===== config.mk =====
export PLATFORM = sky130hd
export DESIGN_NAME = word_fetch
export DESIGN_NICKNAME = d
export VERILOG_FILES = /design/src/rtl/word_fetch.sv
export SDC_FILE = /design/constraint.sdc
export NUM_CORES = 1
export LEC_CHECK = 0
export CAP_MARGIN = 20
export CORE_UTILIZATION = 45
export DETAILED_ROUTE_END_ITERATION = 6
export GPL_ROUTABILITY_DRIVEN = 1
export PLACE_DENSITY = 0.88
export SLEW_MARGIN = 5
export SYNTH_ARGS = -nofsm -noshare
export SYNTH_HDL_FRONTEND = slang
export SYNTH_SLANG_ARGS = --single-unit

===== constraint.sdc =====
create_clock -name clk -period 3.7 [get_ports clk]
set_input_delay 0.74 -clock clk [delete_from_list [all_inputs] [get_ports clk]]
set_output_delay 0.74 -clock clk [all_outputs]
set_load 0.02 [all_outputs]

===== src/rtl/word_fetch.sv =====
// word_fetch: upstream feeder for the joiner stage.
//
// Fetches a 16-bit word as two consecutive bytes from a byte-wide synchronous
// instruction memory: the low byte at pc, the high byte at pc+1. The bytes are
// presented on low/high with a valid/ready handshake toward decode. The block
// owns the program counter. pc advances by 2 per accepted word, and pc_load
// redirects it for jumps and branches.
//
// Ports
//   clk          system clock, all state updates on the rising edge
//   rst          synchronous, active-high reset
//   pc_load      load pc with pc_load_val and abort any in-flight fetch
//   pc_load_val  new pc value
//   mem_addr     byte address to instruction memory
//   mem_rd       read strobe to instruction memory
//   mem_rdata    read data, valid one cycle after the mem_rd cycle
//   low, high    bytes of the fetched word
//   word_valid   low/high hold a complete word
//   word_ready   consumer accepts the word this cycle
//   pc           address of the low byte of the current/in-flight word
module word_fetch #(
  parameter int                 ADDR_W   = 8,
  parameter logic [ADDR_W-1:0]  RESET_PC = '0
) (
  input  logic              clk,
  input  logic              rst,
  input  logic              pc_load,
  input  logic [ADDR_W-1:0] pc_load_val,
  output logic [ADDR_W-1:0] mem_addr,
  output logic              mem_rd,
  input  logic [7:0]        mem_rdata,
  output logic [7:0]        low,
  output logic [7:0]        high,
  output logic              word_valid,
  input  logic              word_ready,
  output logic [ADDR_W-1:0] pc
);

  typedef enum logic [1:0] {
    S_REQ_LO = 2'd0,
    S_REQ_HI = 2'd1,
    S_CAP    = 2'd2,
    S_VALID  = 2'd3
  } state_t;

  state_t            state_q, state_d;
  logic [ADDR_W-1:0] pc_q, pc_d;
  logic [7:0]        low_q, low_d;
  logic [7:0]        high_q, high_d;
  logic              vld_q, vld_d;

  always_ff @(posedge clk) begin
    if (rst) begin
      state_q <= S_REQ_LO;
      pc_q    <= RESET_PC;
      low_q   <= 8'h00;
      high_q  <= 8'h00;
      vld_q   <= 1'b0;
    end else begin
      state_q <= state_d;
      pc_q    <= pc_d;
      low_q   <= low_d;
      high_q  <= high_d;
      vld_q   <= vld_d;
    end
  end

  always_comb begin
    state_d  = state_q;
    pc_d     = pc_q;
    low_d    = low_q;
    high_d   = high_q;
    vld_d    = vld_q;
    mem_rd   = 1'b0;
    mem_addr = pc_q;

    case (state_q)
      S_REQ_LO: begin
        mem_rd  = 1'b1;
        state_d = S_REQ_HI;
      end
      S_REQ_HI: begin
        // Read data returning now belongs to the low-byte request of last cycle.
        mem_rd   = 1'b1;
        mem_addr = pc_q + ADDR_W'(1);
        low_d    = mem_rdata;
        state_d  = S_CAP;
      end
      S_CAP: begin
        high_d  = mem_rdata;
        vld_d   = 1'b1;
        state_d = S_VALID;
      end
      S_VALID: begin
        if (word_ready) begin
          pc_d    = pc_q + ADDR_W'(2);
          vld_d   = 1'b0;
          state_d = S_REQ_LO;
        end
      end
      default: begin
        state_d = S_REQ_LO;
      end
    endcase

    // A redirect wins over every transition. A word handed over on the same
    // edge still counts as consumed, but the byte in flight is dropped.
    if (pc_load) begin
      pc_d    = pc_load_val;
      state_d = S_REQ_LO;
      vld_d   = 1'b0;
      low_d   = low_q;
      high_d  = high_q;
    end

    if (rst) begin
      mem_rd = 1'b0;
    end
  end

  assign low        = low_q;
  assign high       = high_q;
  assign word_valid = vld_q;
  assign pc         = pc_q;

endmodule


==> impl_metrics.csv, run 1 <==
group,metric,value,unit
drt,vias,1273,
grt,grt_busiest_layer,"met2",
clocking,clk-insertion-delay-late,0.32,ns
sta,finalSetupViolations,0,
sta,tightest_slew,0.516,ns
grt,grt_overflow_total,0,
cells_and_area,fin_util,70.5,%
drt,vias_per_cell,5.37,
pwr,power_leakage,0.655,nW
clocking,cts_buffers,3,
grt,grt_pass1_wl,5340,microns
logic_synthesis,synth_top_family_by_area,"simple AND/OR/NAND/NOR gates",
logic_synthesis,yosysWarnings,0,
sta,finClkSkew,0.00662,ns
setup_path,cp-end-kind,"output port",
clocking,holdBufCountCts,0,
grt,gr-usage-met2,37.9,%
drt,drc,0,
clocking,postCtsSetupBuffers,0,
logic_synthesis,synth_compound_area_share,13.5,%
logic_synthesis,synth_nets,185,
die,dieArea,3060,sq um
logic_synthesis,synth.distinct_cells,24,
grt,grt_use_met1,25.4,%
clocking,clkTransAtPathRegs,0.15,ns
grt,grtUsageTotal,21.5,%
grt,grt_max_degree,28,
grt,grt_pass1_vias,1220,
flow_run,drv_cap,0,
placed_design,dpl.cell_count,233,
logic_synthesis,syn_inst,159,
setup_path,start_kind,"register",
drt,wl_per_cell,13.5,microns
clocking,cts_tree,"built",
placed_design,dpl_cell_area,1800,sq um
setup_path,cpMaxStageDelayCell,"clkdlybuf4s50_1",
logic_synthesis,synth_fa_ha_area_share,5.87,%
logic_synthesis,netlist.area_leader.share,42.3,%
pwr,ir_drop,0.303,mV
sta,final_hold_viol_count,0,
setup_path,worstPathArrival,2.32,ns
setup_path,cp.required,2.96,ns
cells_and_area,area_growth,42.9,%
cells_and_area,drive_above_1_share,2.90,%
logic_synthesis,synthTopCellsByArea,"dfxtp_1 (42%), nand2_1 (11%), a21oi_1 (6.7%)",
die,core,2590,sq um
placed_design,port_buffers,53,
drt,drtIter0Drc,18,
placed_design,gp_congestion,0.775,
die,rows,18,
sta,slew_headroom,65.5,%
hold_path,hold_class,"reg -> reg",
setup_path,crit_buf_inv,2,
drt,dr.pass1.iters,4,
sta,setup_tns,0,ns
sta,rsz0062_at_grt,"false",
cells_and_area,fill_cells,210,
sta,fin_crit_sh,82.8,%
sta,slew_violations,0,
logic_synthesis,avgSynthCellArea,8.04,sq um
logic_synthesis,yosysTopAreaCell,"dfxtp_1",
pwr,total_power,0.569,mW
clocking,clockBufferDepth,2,
cells_and_area,fin_cells,237,
sta,max_freq,0.326,GHz
die,die_x,55.3,microns
pwr,cellPowerDensity,311,nW/um^2
clocking,cts-root-buf,"clkbuf_4",
setup_path,path_delay_family,"buffers and inverters",
drt,wirelength,3200,microns
cells_and_area,layout.nets,234,
logic_synthesis,yosys.area_share.simple,24.1,%
setup_path,crit_fanout,9,
logic_synthesis,syn_area,1280,sq um
clocking,cts_resized,0,
clocking,clock_sinks,27,
setup_path,cp_slowest_stage_delay,0.63,ns
logic_synthesis,synth_mux_area_share,2.45,%
setup_path,crit_type,"reg -> out",
die,io_pins,54,
grt,antenna_found_initial,0,
cells_and_area,n_antenna_cell,0,
run_status,status,"complete, no violations",
die,fp.dieH,55.3,microns
setup_path,crit_chain,"inv_1, ha_1, nand3_1, nor2_1, xor2_1, clkdlybuf4s50_1",
logic_synthesis,ys_seq_area_share,42.3,%
die,start_util,49.4,%
grt,met3_usage,4.68,%
clocking,cts_max_level,1,
placed_design,hpwl,2500,microns
sta,min_period,3.06,ns
logic_synthesis,synth_xor_area_share,6.16,%
drt,antenna_left,0,
logic_synthesis,ys_seq_elements,27,
cells_and_area,stdcell_area,1830,sq um
-- cell usage after synthesis --
| cell type | instances |
|---|---|
| o21ai_0 | 4 |
| ha_1 | 6 |
| nor2_1 | 15 |
| a2111oi_0 | 1 |
| nor3_1 | 2 |
| nand3_1 | 5 |
| nand2b_1 | 3 |
| a211oi_1 | 2 |
| inv_1 | 4 |
| mux2_2 | 1 |
| a311oi_1 | 5 |
| xor2_1 | 5 |
| nand2_1 | 36 |
| clkbuf_1 | 6 |
| xnor2_1 | 4 |
| clkbuf_8 | 1 |
| buf_6 | 1 |
| or3_1 | 4 |
| nand4_1 | 3 |
| dfxtp_1 | 27 |
| mux2i_1 | 2 |
| nor2b_1 | 3 |
| buf_2 | 2 |
| a21oi_1 | 17 |
-- cells in the final DEF, fill, tap and decap left out --
cell,instances
nand4_1,3
nand3_1,5
inv_1,4
a211oi_1,2
clkdlybuf4s50_1,53
a311oi_1,5
mux2i_1,2
o21ai_0,4
mux2_2,1
clkinvlp_4,1
a21oi_1,17
xor2_1,5
clkbuf_4,3
nand2b_1,3
nand2_1,36
nor3_1,2
ha_1,6
dfxtp_1,27
nor2_1,15
a2111oi_0,1
xnor2_1,4
or3_1,4
buf_4,1
nor2b_1,3
-- metal layers --
metal / up-vias / part of all wire [%]
met3: 4 / 4.8
met5: - / 0
met2: 38 / 51
met1: 597 / 43
li1: 634 / -
met4: 0 / 1.3
-- cell families (layout without fill, tap and decap cells) --
group | Yosys count | after routing
and+or+nand+nor | 71 | 71
AOI/OAI and AO/OA | 29 | 29
DFF | 27 | 27
buffers and inverters | 14 | 62
xor gates and xnor gates | 9 | 9
adders and majority gates | 6 | 6
muxes | 3 | 3
-- path summary, 6_finish.rpt --
kind / cells past startpoint / startpoint / slack [ns] / endpoint
worst max-delay path: 6 / state_q[1]$_SDFFE_PP0P_ / 0.64 / mem_addr[5]
worst min-delay path: 2 / low[1]$_SDFFE_PP0P_ / 0.46 / low[1]$_SDFFE_PP0P_
worst max register to register: 5 / state_q[1]$_SDFFE_PP0P_ / 2.08 / low[5]$_SDFFE_PP0P_
worst min register to register: 2 / low[1]$_SDFFE_PP0P_ / 0.46 / low[1]$_SDFFE_PP0P_
-- worst min-delay path: cells and delay by family, from the launching register on --
kind | cells | cell delay [ns]
flops | 1 | 0.33
simple gates | 1 | 0.05
compound gates | 1 | 0.05
-- power by group --
part	switching [mW]	leakage (nW)	internal (mW)	total (mW)
registers	0.0133	0.220	0.302	0.315
clock network	0.0861	0.0139	0.0412	0.127
logic	0.0619	0.421	0.0643	0.126
total	0.161	0.655	0.408	0.569
-- state kept, by name, indices dropped and copies added, names as in the netlist --
register and cells:
pc 8, low 8, high 8, state_q 2, word_valid 1
-- cell type report --
type | instances | area, sq um | area share (%)
Clock buffer | 3 | 22.5 | 1.23
Timing Repair Buffer | 54 | 538 | 29.5
Sequential cell | 27 | 541 | 29.6
Multi-Input combinational cell | 118 | 666 | 36.4
Tap cell | 30 | 37.5 | 2.05
Inverter | 4 | 15.0 | 0.822
Clock inverter | 1 | 7.51 | 0.411
-- stage by stage --
stage | hold slack, ns | setup slack, ns
after floorplan | 0.509 | 1.57
after global placement | 0.444 | 1.05
after detailed placement | 0.450 | 1.01
after CTS | 0.467 | 0.632
after global routing | 0.489 | 0.473
final | 0.464 | 0.637
Power figures use the tool's default switching activity.
==> run 2: changes to the inputs <==
CORE_UTILIZATION = 38   (was 45)
PLACE_DENSITY = 0.8   (was 0.88)
clock period = 2.76 ns   (was 3.7 ns; I/O delays follow)
==> run 2 against run 1 <==
Critical path depth unchanged. Power up 35%. Routed wire length down 2.3%. Clock skew down 0.0011 ns. Register-to-register slack worse by 0.89 ns. Hold slack better by 0.0027 ns. First-iteration DRC count up 61%. Die area up 18%. Clock power up 39%. Global-route usage down 3.7 points. Critical path type unchanged.
==> impl_metrics.csv, run 2 (same netlist as run 1, synthesis figures left out) <==
group,metric,value,unit
run_status,status,"complete, no violations",
sta,tightest_slew,0.521,ns
placed_design,hpwl,2410,microns
drt,dr.pass1.iters,4,
cells_and_area,seq_area,541,sq um
setup_path,crit_fanout,6,
cells_and_area,final_common_cell,"clkdlybuf4s50_1",
clocking,clkTransAtPathRegs,0.15,ns
cells_and_area,n_antenna_cell,0,
drt,antenna_left,0,
sta,holdWs,0.467,ns
sta,finClkSkew,0.00550,ns
die,core,3130,sq um
sta,slew_violations,0,
cells_and_area,fill_cells,279,
grt,antenna_found_initial,0,
setup_path,crit_buf_inv,3,
die,io_pins,54,
sta,rsz0062_at_grt,"false",
grt,grt_overflow_total,0,
clocking,cts_max_level,1,
hold_path,hold_class,"reg -> reg",
flow_run,drv_cap,0,
clocking,clockBufferDepth,2,
cells_and_area,layout.nets,235,
die,fp.dieH,60.0,microns
setup_path,cp_slowest_stage_delay,0.64,ns
die,rows,20,
grt,grt_max_degree,28,
pwr,ir_drop,0.199,mV
die,dieArea,3600,sq um
clocking,cts_tree,"built",
cells_and_area,multi_input_area,666,sq um
drt,vias,1188,
drt,vias_per_cell,4.71,
setup_path,start_kind,"register",
drt,wirelength,3130,microns
sta,max_freq,0.384,GHz
drt,wl_per_cell,12.4,microns
placed_design,port_buffers,53,
cells_and_area,drive_above_1_share,3.37,%
setup_path,cp-end-kind,"output port",
sta,slew_headroom,65.2,%
die,start_util,40.9,%
clocking,cts-root-buf,"clkbuf_4",
grt,grt_pass1_vias,1070,
setup_path,path_delay_family,"buffers and inverters",
setup_path,cpMaxStageDelayCell,"clkdlybuf4s50_1",
drt,drtIter0Drc,29,
sta,setup_tns,0,ns
drt,drc,0,
clocking,postCtsSetupBuffers,0,
setup_path,crit_type,"reg -> out",
sta,min_period,2.61,ns
pwr,power_leakage,0.717,nW
cells_and_area,final_cell_mix,"clkdlybuf4s50_1 (49), nand2_1 (36), dfxtp_1 (27), a21oi_1 (17), nor2_1 (15)",
cells_and_area,area_growth,45.6,%
pwr,cellPowerDensity,411,nW/um^2
setup_path,cp.required,2.21,ns
clocking,cts_buffers,3,
grt,grtUsageTotal,17.7,%
grt,grt_pass1_wl,4770,microns
clocking,holdBufCountCts,0,
setup_path,crit_chain,"inv_1, ha_1, buf_4, nand2_1, xnor2_1, clkdlybuf4s50_1",
placed_design,gp_congestion,0.771,
sta,finalSetupViolations,0,
setup_path,worstPathArrival,2.06,ns
cells_and_area,fin_util,59.5,%
sta,fin_crit_sh,94.5,%
clocking,clk-insertion-delay-late,0.33,ns
sta,final_hold_viol_count,0,
die,die_x,60.0,microns
clocking,clock_sinks,27,
==> run 2: changes by cell type in the layout (fill, tap and decap cells not counted), sizes merged <==
cell | before | now
dlymetal6s2s | 0 | 4
buf | 1 | 2
clkdlybuf4s50 | 53 | 49
==> run 2: final cells by class <==
type / instances / area share, %
well taps: 44 / 2.96
repair buffers: 55 / 29.8
multi-input cells: 118 / 35.8
clock buffers: 3 / 1.21
clock inverters: 1 / 0.403
flip-flops and latches: 27 / 29.0
inverters: 4 / 0.806
==> run 2: final timing paths <==
kind	startpoint	endpoint	slack (ns)	depth (start not counted)
setup / recovery	state_q[1]$_SDFFE_PP0P_	mem_addr[2]	0.15	6
setup reg to reg	state_q[0]$_SDFFE_PP0P_	pc[4]$_SDFFE_PP0P_	1.19	4
hold reg to reg	low[4]$_SDFFE_PP0P_	low[4]$_SDFFE_PP0P_	0.47	2
hold / removal	low[4]$_SDFFE_PP0P_	low[4]$_SDFFE_PP0P_	0.47	2
==> run 2: metrics by stage <==
step / instances / power (mW) / cell area [sq um] / setup WS, ns
after floorplan: 159 / 0.513 / 1280 / 0.819
after global placement: 248 / 0.598 / 1820 / 0.457
final: 252 / 0.766 / 1860 / 0.153
after detailed placement: 248 / 0.600 / 1820 / 0.420
after global routing: 252 / 0.801 / 1860 / 0.0318
after CTS: 252 / 0.775 / 1850 / 0.0225
==> run 2: worst reg2reg max path: cells and delay by family, from the launching register on <==
family | cells | cell delay (ns)
simple gates | 2 | 0.56
flops | 1 | 0.41
fa+ha+maj | 1 | 0.28
compound gates | 1 | 0.26
==> run 2: metal layers <==
layer / vias to the layer above / wire length [microns] / GRT usage (%)
li1: 631 / - / -
met1: 534 / 1440 / 22.4
met2: 23 / 1600 / 30.6
met3: 0 / 85 / 2.60
met4: 0 / 0 / 5.98
met5: - / 0 / 0
==> run 2: what timing repair did <==
action	in CTS	in global routing
endpoints found under the hold margin	0	0
setup endpoints to repair	0	4
resized for setup	0	4
==> run 2: where the power goes <==
| part | total [mW] | internal (mW) | switching (mW) |
|---|---|---|---|
| Clock | 0.176 | 0.0554 | 0.121 |
| Sequential | 0.422 | 0.405 | 0.0173 |
| Combinational | 0.168 | 0.0865 | 0.0811 |
